===== src/rtl/instr_encoder_pkg.sv =====
// Shared constants for the MIPS instruction encoder: op-class codes, the
// 6-bit primary opcodes they map to, the encoder session states and the
// packing helpers. The opcode decoder uses the same opcode constants, so
// encode and decode cannot drift apart.
package instr_encoder_pkg;

  // Primary opcode field values (instruction bits [31:26])
  localparam logic [5:0] OPC_RTYPE = 6'h00;
  localparam logic [5:0] OPC_ADDI  = 6'h08;
  localparam logic [5:0] OPC_ANDI  = 6'h0C;
  localparam logic [5:0] OPC_ORI   = 6'h0D;
  localparam logic [5:0] OPC_SW    = 6'h2B;
  localparam logic [5:0] OPC_LW    = 6'h23;
  localparam logic [5:0] OPC_BEQ   = 6'h04;

  // Op-class code carried on the instruction input bus
  typedef enum logic [2:0] {
    OP_R       = 3'd0,
    OP_ADDI    = 3'd1,
    OP_ANDI    = 3'd2,
    OP_ORI     = 3'd3,
    OP_SW      = 3'd4,
    OP_LW      = 3'd5,
    OP_BEQ     = 3'd6,
    OP_ILLEGAL = 3'd7
  } op_class_e;

  // Load-session states
  typedef enum logic [1:0] {
    ST_IDLE  = 2'd0,
    ST_LOAD  = 2'd1,
    ST_DRAIN = 2'd2,
    ST_ERR   = 2'd3
  } enc_state_e;

  // One instruction description as presented on the input bus
  typedef struct packed {
    logic [2:0]  op;
    logic [4:0]  rs;
    logic [4:0]  rt;
    logic [4:0]  rd;
    logic [4:0]  shamt;
    logic [5:0]  funct;
    logic [15:0] imm;
  } instr_fields_t;

  // True for every op class that produces an instruction word
  function automatic logic is_legal_op(logic [2:0] op);
    return (op != OP_ILLEGAL);
  endfunction

  // Map an I-type op class to its primary opcode; R-type and the illegal
  // code fall back to OPC_RTYPE (the illegal code never reaches the FIFO).
  function automatic logic [5:0] op_to_opcode(logic [2:0] op);
    logic [5:0] opc;
    case (op_class_e'(op))
      OP_ADDI: opc = OPC_ADDI;
      OP_ANDI: opc = OPC_ANDI;
      OP_ORI:  opc = OPC_ORI;
      OP_SW:   opc = OPC_SW;
      OP_LW:   opc = OPC_LW;
      OP_BEQ:  opc = OPC_BEQ;
      default: opc = OPC_RTYPE;
    endcase
    return opc;
  endfunction

  // Pack a description into a 32-bit MIPS word. Fields that the format
  // does not use (rd/shamt/funct for I-types, imm for R-type) are dropped.
  function automatic logic [31:0] encode_instr(instr_fields_t f);
    logic [31:0] word;
    if (f.op == OP_R) begin
      word = {OPC_RTYPE, f.rs, f.rt, f.rd, f.shamt, f.funct};
    end else begin
      word = {op_to_opcode(f.op), f.rs, f.rt, f.imm};
    end
    return word;
  endfunction

endpackage


===== src/rtl/instr_encoder_if.sv =====
// Instruction-in and imem-write handshake bundle of the instruction encoder.
// The master side is the producer of instruction descriptions and the
// consumer of imem writes (bench / boot loader); the slave side is the
// encoder itself.
interface instr_encoder_if #(
  parameter int ADDR_W = 10
);

  // Instruction description handshake
  logic              in_valid;
  logic              in_ready;
  logic [2:0]        in_op;
  logic [4:0]        in_rs;
  logic [4:0]        in_rt;
  logic [4:0]        in_rd;
  logic [4:0]        in_shamt;
  logic [5:0]        in_funct;
  logic [15:0]       in_imm;

  // Instruction-memory write handshake
  logic              wr_valid;
  logic              wr_ready;
  logic [ADDR_W-1:0] wr_addr;
  logic [31:0]       wr_data;

  modport master (
    output in_valid, in_op, in_rs, in_rt, in_rd, in_shamt, in_funct, in_imm,
    input  in_ready,
    input  wr_valid, wr_addr, wr_data,
    output wr_ready
  );

  modport slave (
    input  in_valid, in_op, in_rs, in_rt, in_rd, in_shamt, in_funct, in_imm,
    output in_ready,
    output wr_valid, wr_addr, wr_data,
    input  wr_ready
  );

endinterface


===== src/rtl/instr_encoder_sync_fifo.sv =====
// Small synchronous FIFO holding encoded instruction words between the
// input handshake and the imem write port. The head word is read straight
// from the storage registers, so there is never a path from data_i to
// data_o within a cycle. Storage is cleared on reset so the head reads 0.
module instr_encoder_sync_fifo #(
  parameter int WIDTH = 32,
  parameter int DEPTH = 2
) (
  input  logic             clk_i,
  input  logic             reset_i,
  input  logic             push_i,
  input  logic [WIDTH-1:0] data_i,
  input  logic             pop_i,
  output logic [WIDTH-1:0] data_o,
  output logic             full_o,
  output logic             empty_o
);

  localparam int PTR_W = (DEPTH > 1) ? $clog2(DEPTH) : 1;
  localparam logic [PTR_W:0] DEPTH_C = (PTR_W + 1)'(DEPTH);

  logic [WIDTH-1:0] mem_q [DEPTH];
  logic [PTR_W-1:0] wr_ptr_q;
  logic [PTR_W-1:0] rd_ptr_q;
  logic [PTR_W:0]   cnt_q;
  logic             do_push_s;
  logic             do_pop_s;

  // Requests are qualified here so a caller can never overrun or underrun
  assign full_o    = (cnt_q == DEPTH_C);
  assign empty_o   = (cnt_q == '0);
  assign do_push_s = push_i && !full_o;
  assign do_pop_s  = pop_i && !empty_o;
  assign data_o    = mem_q[rd_ptr_q];

  // Storage, pointers and occupancy; DEPTH is a power of two so pointers wrap naturally
  always_ff @(posedge clk_i) begin
    if (reset_i) begin
      wr_ptr_q <= '0;
      rd_ptr_q <= '0;
      cnt_q    <= '0;
      for (int i = 0; i < DEPTH; i++) begin
        mem_q[i] <= '0;
      end
    end else begin
      if (do_push_s) begin
        mem_q[wr_ptr_q] <= data_i;
        wr_ptr_q        <= wr_ptr_q + 1'b1;
      end
      if (do_pop_s) begin
        rd_ptr_q <= rd_ptr_q + 1'b1;
      end
      case ({do_push_s, do_pop_s})
        2'b10:   cnt_q <= cnt_q + 1'b1;
        2'b01:   cnt_q <= cnt_q - 1'b1;
        default: cnt_q <= cnt_q;
      endcase
    end
  end

endmodule


===== src/rtl/instr_encoder.sv =====
// Instruction encoder: accepts instruction descriptions during a load
// session, packs them into 32-bit MIPS words and streams them through a
// small FIFO to sequential instruction-memory addresses starting at the
// session base address. An illegal op class aborts the session after the
// words already queued have been written.
module instr_encoder
  import instr_encoder_pkg::*;
#(
  parameter int ADDR_W = 10,
  parameter int DEPTH  = 2
) (
  input  logic              clk_i,
  input  logic              reset_i,
  input  logic              start_i,
  input  logic [ADDR_W-1:0] base_addr_i,
  input  logic              finish_i,
  instr_encoder_if.slave    bus,
  output logic              busy_o,
  output logic              done_o,
  output logic              err_o,
  output logic [ADDR_W:0]   count_o
);

  enc_state_e        state_q, state_d;
  logic [ADDR_W-1:0] addr_q, addr_d;
  logic [ADDR_W:0]   count_q, count_d;
  logic              err_q, err_d;
  logic              done_q, done_d;

  instr_fields_t     fields_s;
  logic [31:0]       encoded_s;
  logic              in_ready_s;
  logic              accept_s;
  logic              illegal_s;
  logic              push_s;
  logic              pop_s;
  logic              fifo_full_s;
  logic              fifo_empty_s;
  logic [31:0]       fifo_head_s;

  // Gather the input fields and encode them; the word only lands in the FIFO
  assign fields_s  = {bus.in_op, bus.in_rs, bus.in_rt, bus.in_rd,
                      bus.in_shamt, bus.in_funct, bus.in_imm};
  assign encoded_s = encode_instr(fields_s);

  // Input handshake: only a load session with FIFO space accepts
  assign in_ready_s = (state_q == ST_LOAD) && !fifo_full_s;
  assign accept_s   = bus.in_valid && in_ready_s;
  assign illegal_s  = accept_s && !is_legal_op(bus.in_op);
  assign push_s     = accept_s && !illegal_s;

  // A write completes whenever a queued word meets wr_ready
  assign pop_s = !fifo_empty_s && bus.wr_ready;

  instr_encoder_sync_fifo #(
    .WIDTH (32),
    .DEPTH (DEPTH)
  ) u_fifo (
    .clk_i   (clk_i),
    .reset_i (reset_i),
    .push_i  (push_s),
    .data_i  (encoded_s),
    .pop_i   (pop_s),
    .data_o  (fifo_head_s),
    .full_o  (fifo_full_s),
    .empty_o (fifo_empty_s)
  );

  // Session FSM plus write-address / count / error / done next-state logic
  always_comb begin
    state_d = state_q;
    addr_d  = addr_q;
    count_d = count_q;
    err_d   = err_q;
    done_d  = 1'b0;

    if (pop_s) begin
      addr_d = addr_q + 1'b1;
      if (count_q != '1) begin
        count_d = count_q + 1'b1;
      end else begin
        count_d = count_q;
      end
    end else begin
      addr_d  = addr_q;
      count_d = count_q;
    end

    case (state_q)
      ST_IDLE: begin
        // A start is only honoured once every earlier word has been written
        if (start_i && fifo_empty_s) begin
          state_d = ST_LOAD;
          addr_d  = base_addr_i;
          count_d = '0;
          err_d   = 1'b0;
        end else begin
          state_d = ST_IDLE;
        end
      end
      ST_LOAD: begin
        // An illegal op wins over a same-cycle finish
        if (illegal_s) begin
          state_d = ST_ERR;
          err_d   = 1'b1;
        end else if (finish_i) begin
          state_d = ST_DRAIN;
        end else begin
          state_d = ST_LOAD;
        end
      end
      ST_DRAIN: begin
        if (fifo_empty_s) begin
          state_d = ST_IDLE;
          done_d  = 1'b1;
        end else begin
          state_d = ST_DRAIN;
        end
      end
      ST_ERR: begin
        if (fifo_empty_s) begin
          state_d = ST_IDLE;
        end else begin
          state_d = ST_ERR;
        end
      end
      default: begin
        state_d = ST_IDLE;
      end
    endcase
  end

  // State and session registers with synchronous reset
  always_ff @(posedge clk_i) begin
    if (reset_i) begin
      state_q <= ST_IDLE;
      addr_q  <= '0;
      count_q <= '0;
      err_q   <= 1'b0;
      done_q  <= 1'b0;
    end else begin
      state_q <= state_d;
      addr_q  <= addr_d;
      count_q <= count_d;
      err_q   <= err_d;
      done_q  <= done_d;
    end
  end

  // Outputs are taken from registers only
  assign bus.in_ready = in_ready_s;
  assign bus.wr_valid = !fifo_empty_s;
  assign bus.wr_data  = fifo_head_s;
  assign bus.wr_addr  = addr_q;
  assign busy_o       = (state_q != ST_IDLE);
  assign done_o       = done_q;
  assign err_o        = err_q;
  assign count_o      = count_q;

endmodule


===== src/flat_wrapper.sv =====
// flat-port wrapper written by rule: the top's interface ports become plain ports
module instr_encoder_flat import instr_encoder_pkg::*;
#(
  parameter int ADDR_W = 10,
  parameter int DEPTH  = 2
)
  (clk_i, reset_i, start_i, base_addr_i, finish_i, busy_o, done_o, err_o, count_o, bus_in_valid, bus_in_op, bus_in_rs, bus_in_rt, bus_in_rd, bus_in_shamt, bus_in_funct, bus_in_imm, bus_in_ready, bus_wr_valid, bus_wr_addr, bus_wr_data, bus_wr_ready);
  instr_encoder_if #(.ADDR_W(ADDR_W)) bus_i ();
  input  logic clk_i;
  input  logic reset_i;
  input  logic start_i;
  input  logic [ADDR_W-1:0] base_addr_i;
  input  logic finish_i;
  output logic busy_o;
  output logic done_o;
  output logic err_o;
  output logic [ADDR_W:0] count_o;
  input wire logic [$bits(bus_i.in_valid)-1:0] bus_in_valid;
  input wire logic [$bits(bus_i.in_op)-1:0] bus_in_op;
  input wire logic [$bits(bus_i.in_rs)-1:0] bus_in_rs;
  input wire logic [$bits(bus_i.in_rt)-1:0] bus_in_rt;
  input wire logic [$bits(bus_i.in_rd)-1:0] bus_in_rd;
  input wire logic [$bits(bus_i.in_shamt)-1:0] bus_in_shamt;
  input wire logic [$bits(bus_i.in_funct)-1:0] bus_in_funct;
  input wire logic [$bits(bus_i.in_imm)-1:0] bus_in_imm;
  output wire logic [$bits(bus_i.in_ready)-1:0] bus_in_ready;
  output wire logic [$bits(bus_i.wr_valid)-1:0] bus_wr_valid;
  output wire logic [$bits(bus_i.wr_addr)-1:0] bus_wr_addr;
  output wire logic [$bits(bus_i.wr_data)-1:0] bus_wr_data;
  input wire logic [$bits(bus_i.wr_ready)-1:0] bus_wr_ready;
  assign bus_i.in_valid = bus_in_valid;
  assign bus_i.in_op = bus_in_op;
  assign bus_i.in_rs = bus_in_rs;
  assign bus_i.in_rt = bus_in_rt;
  assign bus_i.in_rd = bus_in_rd;
  assign bus_i.in_shamt = bus_in_shamt;
  assign bus_i.in_funct = bus_in_funct;
  assign bus_i.in_imm = bus_in_imm;
  assign bus_in_ready = bus_i.in_ready;
  assign bus_wr_valid = bus_i.wr_valid;
  assign bus_wr_addr = bus_i.wr_addr;
  assign bus_wr_data = bus_i.wr_data;
  assign bus_i.wr_ready = bus_wr_ready;
  instr_encoder #(.ADDR_W(ADDR_W), .DEPTH(DEPTH)) u_core (.clk_i(clk_i), .reset_i(reset_i), .start_i(start_i), .base_addr_i(base_addr_i), .finish_i(finish_i), .bus(bus_i), .busy_o(busy_o), .done_o(done_o), .err_o(err_o), .count_o(count_o));
endmodule

===== config.mk =====
export PLATFORM = sky130hd
export DESIGN_NAME = instr_encoder_flat
export DESIGN_NICKNAME = d
export VERILOG_FILES = /design/src/rtl/instr_encoder_pkg.sv /design/src/rtl/instr_encoder_if.sv /design/src/rtl/instr_encoder_sync_fifo.sv /design/src/rtl/instr_encoder.sv /design/src/flat_wrapper.sv
export SDC_FILE = /design/constraint.sdc
export NUM_CORES = 1
export LEC_CHECK = 0
export ABC_AREA = 0
export CORE_MARGIN = 3
export CORE_UTILIZATION = 44
export DETAILED_ROUTE_END_ITERATION = 6
export GPL_ROUTABILITY_DRIVEN = 0
export PLACE_DENSITY = 0.76
export SYNTH_ARGS = -nofsm -noshare
export SYNTH_HDL_FRONTEND = slang
export SYNTH_HIERARCHICAL = 1
export SYNTH_SLANG_ARGS = --single-unit

===== constraint.sdc =====
create_clock -name clk_i -period 2.62 [get_ports clk_i]
set_input_delay 0.524 -clock clk_i [delete_from_list [all_inputs] [get_ports clk_i]]
set_output_delay 0.524 -clock clk_i [all_outputs]
set_load 0.01 [all_outputs]

==> impl_metrics.toml, run 1 <==
[outcome]
outcome = "completed"

[synthesis]
post_synth.cell_area_avg_sq_um = 11.3
synth_common_cells = "nor2_1, edfxtp_1, mux2_2"
netlist_instances = 405
yosys_warnings = 6
synth_area_leaders = "edfxtp_1, dfxtp_1, mux2_2, nor2_1, nand2b_1"
synth_top_area_share_pct = 42.0
async_flop_share_pct = 0
yosysTopAreaCell = "edfxtp_1"
ys_seq_elements = 94
synthFlopType = "edfxtp_1"
syn-num-nets = 469
synth_area_sq_um = 4570
seq_area_frac_synth_pct = 55.2
synth_edf_count = 64
ys_types = 54
synthMostInstantiatedCell = "nor2_1"

[placed_design]
dp_hpwl_microns = 7020
place_worst_setup_slack_ps = 155
io_buffers = 118

[sta]
fmax_mhz = 404
rsz0062_at_grt = "no"
post-route-period-util_pct = 94.4
setup_ws_ps = 147
maxSlewViolCount = 0
fin_skew_ps = 15.6
period_needed_ps = 2470
finalHoldViolCount = 0
setup_violations = 0
finalSetupTns_ps = 0

[floorplanning]
ios = 119
dieArea_sq_um = 11700
core_sq_um = 9950
initial_core_util_pct = 45.9
num_rows = 36
die_y_microns = 108
die_w_microns = 108

[cts]
cts.sinks = 94
cts_resized = 0
clock_latency_ps = 350
holdBufCountCts = 0
cts-buffers-inserted = 9
cts_tree = "done"
postCtsSetupRepairBufs = 0
clk_pin_slew_ps = 90
clock-root-buffer = "clkbuf_8"
cts.htree.levels = 3
ctsLongestPathBuffers = 2

[global_routing]
busiest_layer = "met2"
grt_usage_pct = 17.6
grt_pass1_vias = 3507
grt-ovfl-total = 0
grt_max_degree = 34
met1_usage_pct = 22.4
grt_pass1_wl_microns = 16300
antenna_found_initial = 0
grtUsageMet3_pct = 5.07
use_met2_pct = 30.0

[final_layout]
final_nets = 594
nFillCells = 801
diodes = 0
syn2layout_area_growth_pct = 35.6
drive_gt1_share_pct = 17.6

[power]
power_density_nw_per_um2 = 525
p_leak_nw = 2.16
ir_drop_uv = 235

[setup_path]
crit_type = "reg -> out"
critical_path.startpoint = "u_core/u_fifo/cnt_q[0]"
reg2regPathDepth = 9
crit_path_end_kind = "output pin"
regToRegStartpoint = "u_core/u_fifo/cnt_q[0]"
timing.rr.end = "u_core/u_fifo/mem_q[0][18]"
rrSetupSlack_ps = 420
cp-start-kind = "flip-flop"
path_max_fanout = 5
crit_arrival_ps = 1950
crit_required_ps = 2100

[detailed_routing]
avgRoutedWirePerCell_microns = 15.2
vias_per_cell = 5.15
wl_microns = 10100
drt_first_pass_iters = 4
drc = 0
postRouteAntennaNets = 0
vias = 3433
drt_iter0_markers = 106

[min_path]
holdPathEnd = "u_core/err_o"
hold_start = "u_core/err_o"
whs_path_depth = 2
min_path_type = "reg -> reg"

[run]
maxCapViolCount = 0
## report_power, final
group | leakage, nW | internal (mW) | switching, mW
Sequential | 0.909 | 1.66 | 0.0437
Clock | 0.102 | 0.539 | 0.502
Combinational | 1.15 | 0.295 | 0.221
Total | 2.16 | 2.49 | 0.767
## worst max path at each step
stage,cells past startpoint,endpoint
2_1_floorplan,9,u_core/u_fifo/mem_q[0][0]
3_3_place_gp,7,u_core/u_fifo/mem_q[0][12]
3_5_place_dp,7,u_core/u_fifo/mem_q[0][22]
4_1_cts,5,bus_in_ready
5_1_grt,5,bus_in_ready
6_report,5,bus_in_ready
## metrics by stage
stage	instance area [sq um]	power, mW	hold WS (ps)	utilization [%]	instances
floorplan	4580	1.97	463	-	405
global placement	5980	2.24	450	60.1	652
detailed placement	5980	2.25	464	60.1	652
CTS	6200	3.29	484	62.3	667
global route	6200	3.40	505	62.3	667
finish	6200	3.26	478	62.3	667
## cells in the final DEF, fill, tap and decap left out, types with 2 or more instances in the layout
cell and n:
inv_6 2, nand2_1 12, a31oi_1 4, buf_4 11
nor4_1 2, xnor2_1 12, mux2_2 48, o21a_1 4
bufinv_16 2, or3_1 3, nor2_1 77, and2_1 2
ha_1 3, dfxtp_1 30, a211oi_1 3, nand2b_4 2
nand4_1 4, nand2b_1 33, nor2_2 2, buf_12 4
a21oi_1 15, inv_1 8, inv_2 2, clkbuf_8 9
nand3b_1 3, a311oi_1 2, nand2b_2 2, nand3_1 6
o21ai_0 9, edfxtp_1 64, and3_1 3, clkinvlp_4 2
xor2_1 3, clkdlybuf4s50_1 118, nor3_1 6
## metal layers
layer,vias up,share of wire [%],wire length (microns)
li1,1677,-,-
met1,1622,45,4520
met2,128,47,4810
met3,6,7.3,741
met4,0,0.67,68
met5,-,0,0
## logic make-up after synthesis
family	synth area share [%]
compound gates	6.43
flops	55.2
xor+xnor	2.87
buf+inv	3.23
simple gates	19.4
other cells	0.0820
mux	12.0
fa+ha+maj	0.821
## registers in the layout, indices dropped and copies added (netlist names), named ones only
name	flops
u_core/u_fifo/mem_q	64
u_core/count_o	11
u_core/bus.wr_addr	10
u_core/state_q	2
u_core/u_fifo/cnt_q	2
u_core/done_o	1
u_core/err_o	1
u_core/u_fifo/rd_ptr_q	1
u_core/u_fifo/wr_ptr_q	1
## layout make-up
class	count	area (sq um)	area share (%)
flip-flops and latches	94	2520	40.7
multi-input cells	282	1910	30.9
inverters	10	37.5	0.605
clock buffers	9	124	2.00
clock inverters	6	92.6	1.49
well taps	133	166	2.68
repair buffers	133	1340	21.7
## worst max-delay path: stages (launching register included)
cell and delay (ps):
dfxtp_1 430, nand2b_2 180, inv_2 40, nor3b_1 230
buf_4 170, clkdlybuf4s50_1 560
Note: power is estimated with default switching activity, not from simulation.
==> inputs of run 2 (changes only) <==
Clock period 2.62 ns to 2.1 ns, I/O delays scaled along.
==> impl_metrics.toml, run 2 (synthesis gave the netlist of run 1 again) <==
[final_layout]
largest_register = "u_core/u_fifo/mem_q"
final_cell_count_no_fill = 680
final_nets = 606
drive_gt1_share_pct = 20.8
layout.cells.most_common_list = "clkdlybuf4s50_1, nor2_1, edfxtp_1, mux2_2"
layout_commonest_cell = "clkdlybuf4s50_1"
nFillCells = 819
largest_reg_flops = 64
diodes = 0
syn2layout_area_growth_pct = 37.8

[setup_path]
crit_path_end_kind = "output pin"
critical_path.startpoint = "u_core/u_fifo/cnt_q[1]"
regToRegStartpoint = "u_core/u_fifo/cnt_q[0]"
crit_required_ps = 1680
reg2regPathDepth = 10
timing.rr.end = "u_core/u_fifo/cnt_q[1]"
crit_type = "reg -> out"
crit_arrival_ps = 1590
rrSetupSlack_ps = 130
path_max_fanout = 7
endpoint = "bus_wr_valid"
cp-start-kind = "flip-flop"

[global_routing]
grt_pass1_wl_microns = 16400
antenna_found_initial = 0
grt_max_degree = 34
grt-ovfl-total = 0
grt_pass1_vias = 3538
grt_usage_pct = 17.7

[power]
switchingPower_mw = 0.931
p_leak_nw = 2.33
p_sw_share_pct = 23.6
seqPwrFrac_pct = 53.9
p_clk_share_pct = 29.7
ir_drop_uv = 290
p_int_mw = 3.01
power_density_nw_per_um2 = 625
p_comb_share_pct = 16.4

[detailed_routing]
vias = 3534
drt_iter0_markers = 173
drc = 0
drt_first_pass_iters = 4
wl_microns = 10500
vias_per_cell = 5.20
avgRoutedWirePerCell_microns = 15.4
postRouteAntennaNets = 0

[cts]
cts_tree = "done"
cts-buffers-inserted = 9
cts.sinks = 94
clock-root-buffer = "clkbuf_8"
clock_latency_ps = 350
cts.htree.levels = 3
clk_pin_slew_ps = 90
ctsLongestPathBuffers = 2

[sta]
finalHoldViolCount = 0
setup_violations = 0
maxSlewViolCount = 0
fin_skew_ps = 10.2
period_needed_ps = 2010
post-route-period-util_pct = 95.7
fmax_mhz = 497
finalSetupTns_ps = 0
rsz0062_at_grt = "yes"

[floorplanning]
core_sq_um = 9950
dieArea_sq_um = 11700
die_w_microns = 108
initial_core_util_pct = 45.9
die_y_microns = 108
ios = 119
num_rows = 36

[placed_design]
dp_cells = 662
dp_hpwl_microns = 7250
io_buffers = 118

[min_path]
min_path_type = "reg -> reg"

[outcome]
outcome = "completed"

[run]
maxCapViolCount = 0
-- run 2: cell type report --
| type | instances | area [sq um] | area share, % |
|---|---|---|---|
| clock buffers | 12 | 145 | 2.30 |
| clock inverters | 4 | 46.3 | 0.735 |
| inverters | 10 | 37.5 | 0.596 |
| multi-input cells | 282 | 1950 | 30.9 |
| flip-flops and latches | 94 | 2530 | 40.2 |
| well taps | 133 | 166 | 2.64 |
| repair buffers | 145 | 1430 | 22.6 |
-- run 2: worst min-delay path by stage --
stage,startpoint,end,cells after the start
4_1_cts,u_core/err_o,u_core/err_o,2
5_1_grt,u_core/err_o,u_core/err_o,2
6_report,u_core/err_o,u_core/err_o,2
3_3_place_gp,u_core/err_o,u_core/err_o,2
3_5_place_dp,u_core/err_o,u_core/err_o,2
2_1_floorplan,u_core/u_fifo/wr_ptr_q,u_core/u_fifo/wr_ptr_q,2
-- run 2: critical path: stages, from the launching register on --
cell and delay, ps:
dfxtp_4 390, nor2_2 50, buf_4 150, inv_1 110
clkdlybuf4s50_1 550
-- run 2: what timing repair did --
| item | in CTS | in global routing |
|---|---|---|
| hold buffers | 0 | 0 |
| pin swaps | 0 | 2 |
| endpoints found under the hold margin | 0 | 0 |
| setup buffers | 0 | 1 |
| cloned | 0 | 1 |
| gates resized for setup | 34 | 8 |
| endpoints found under the setup margin | 34 | 69 |
-- run 2: power by group through the flow --
stage,Combinational (mW),Clock (mW),Sequential (mW)
floorplan,0.300,0,2.16
global placement,0.657,0,2.16
detailed placement,0.667,0,2.17
CTS,0.641,1.21,2.12
global route,0.697,1.28,2.13
finish,0.645,1.17,2.12
-- run 2: per-layer routing --
metal	vias up	wire [microns]	global-route usage [%]
met4	0	140	6.31
met1	1661	4630	22.3
li1	1705	-	-
met3	16	790	3.94
met2	152	4940	30.1
met5	-	0	0
-- run 2: per-stage QoR --
stage	setup WS, ps	hold slack [ps]	power [mW]	utilization (%)	instance area, sq um
after floorplan	-24.0	463	2.46	-	4600
after global placement	-107	471	2.82	61.2	6090
after detailed placement	-144	469	2.83	61.2	6090
after CTS	26.9	489	3.97	62.7	6240
after global routing	-6.08	524	4.11	63.3	6300
final	89.3	492	3.94	63.3	6300
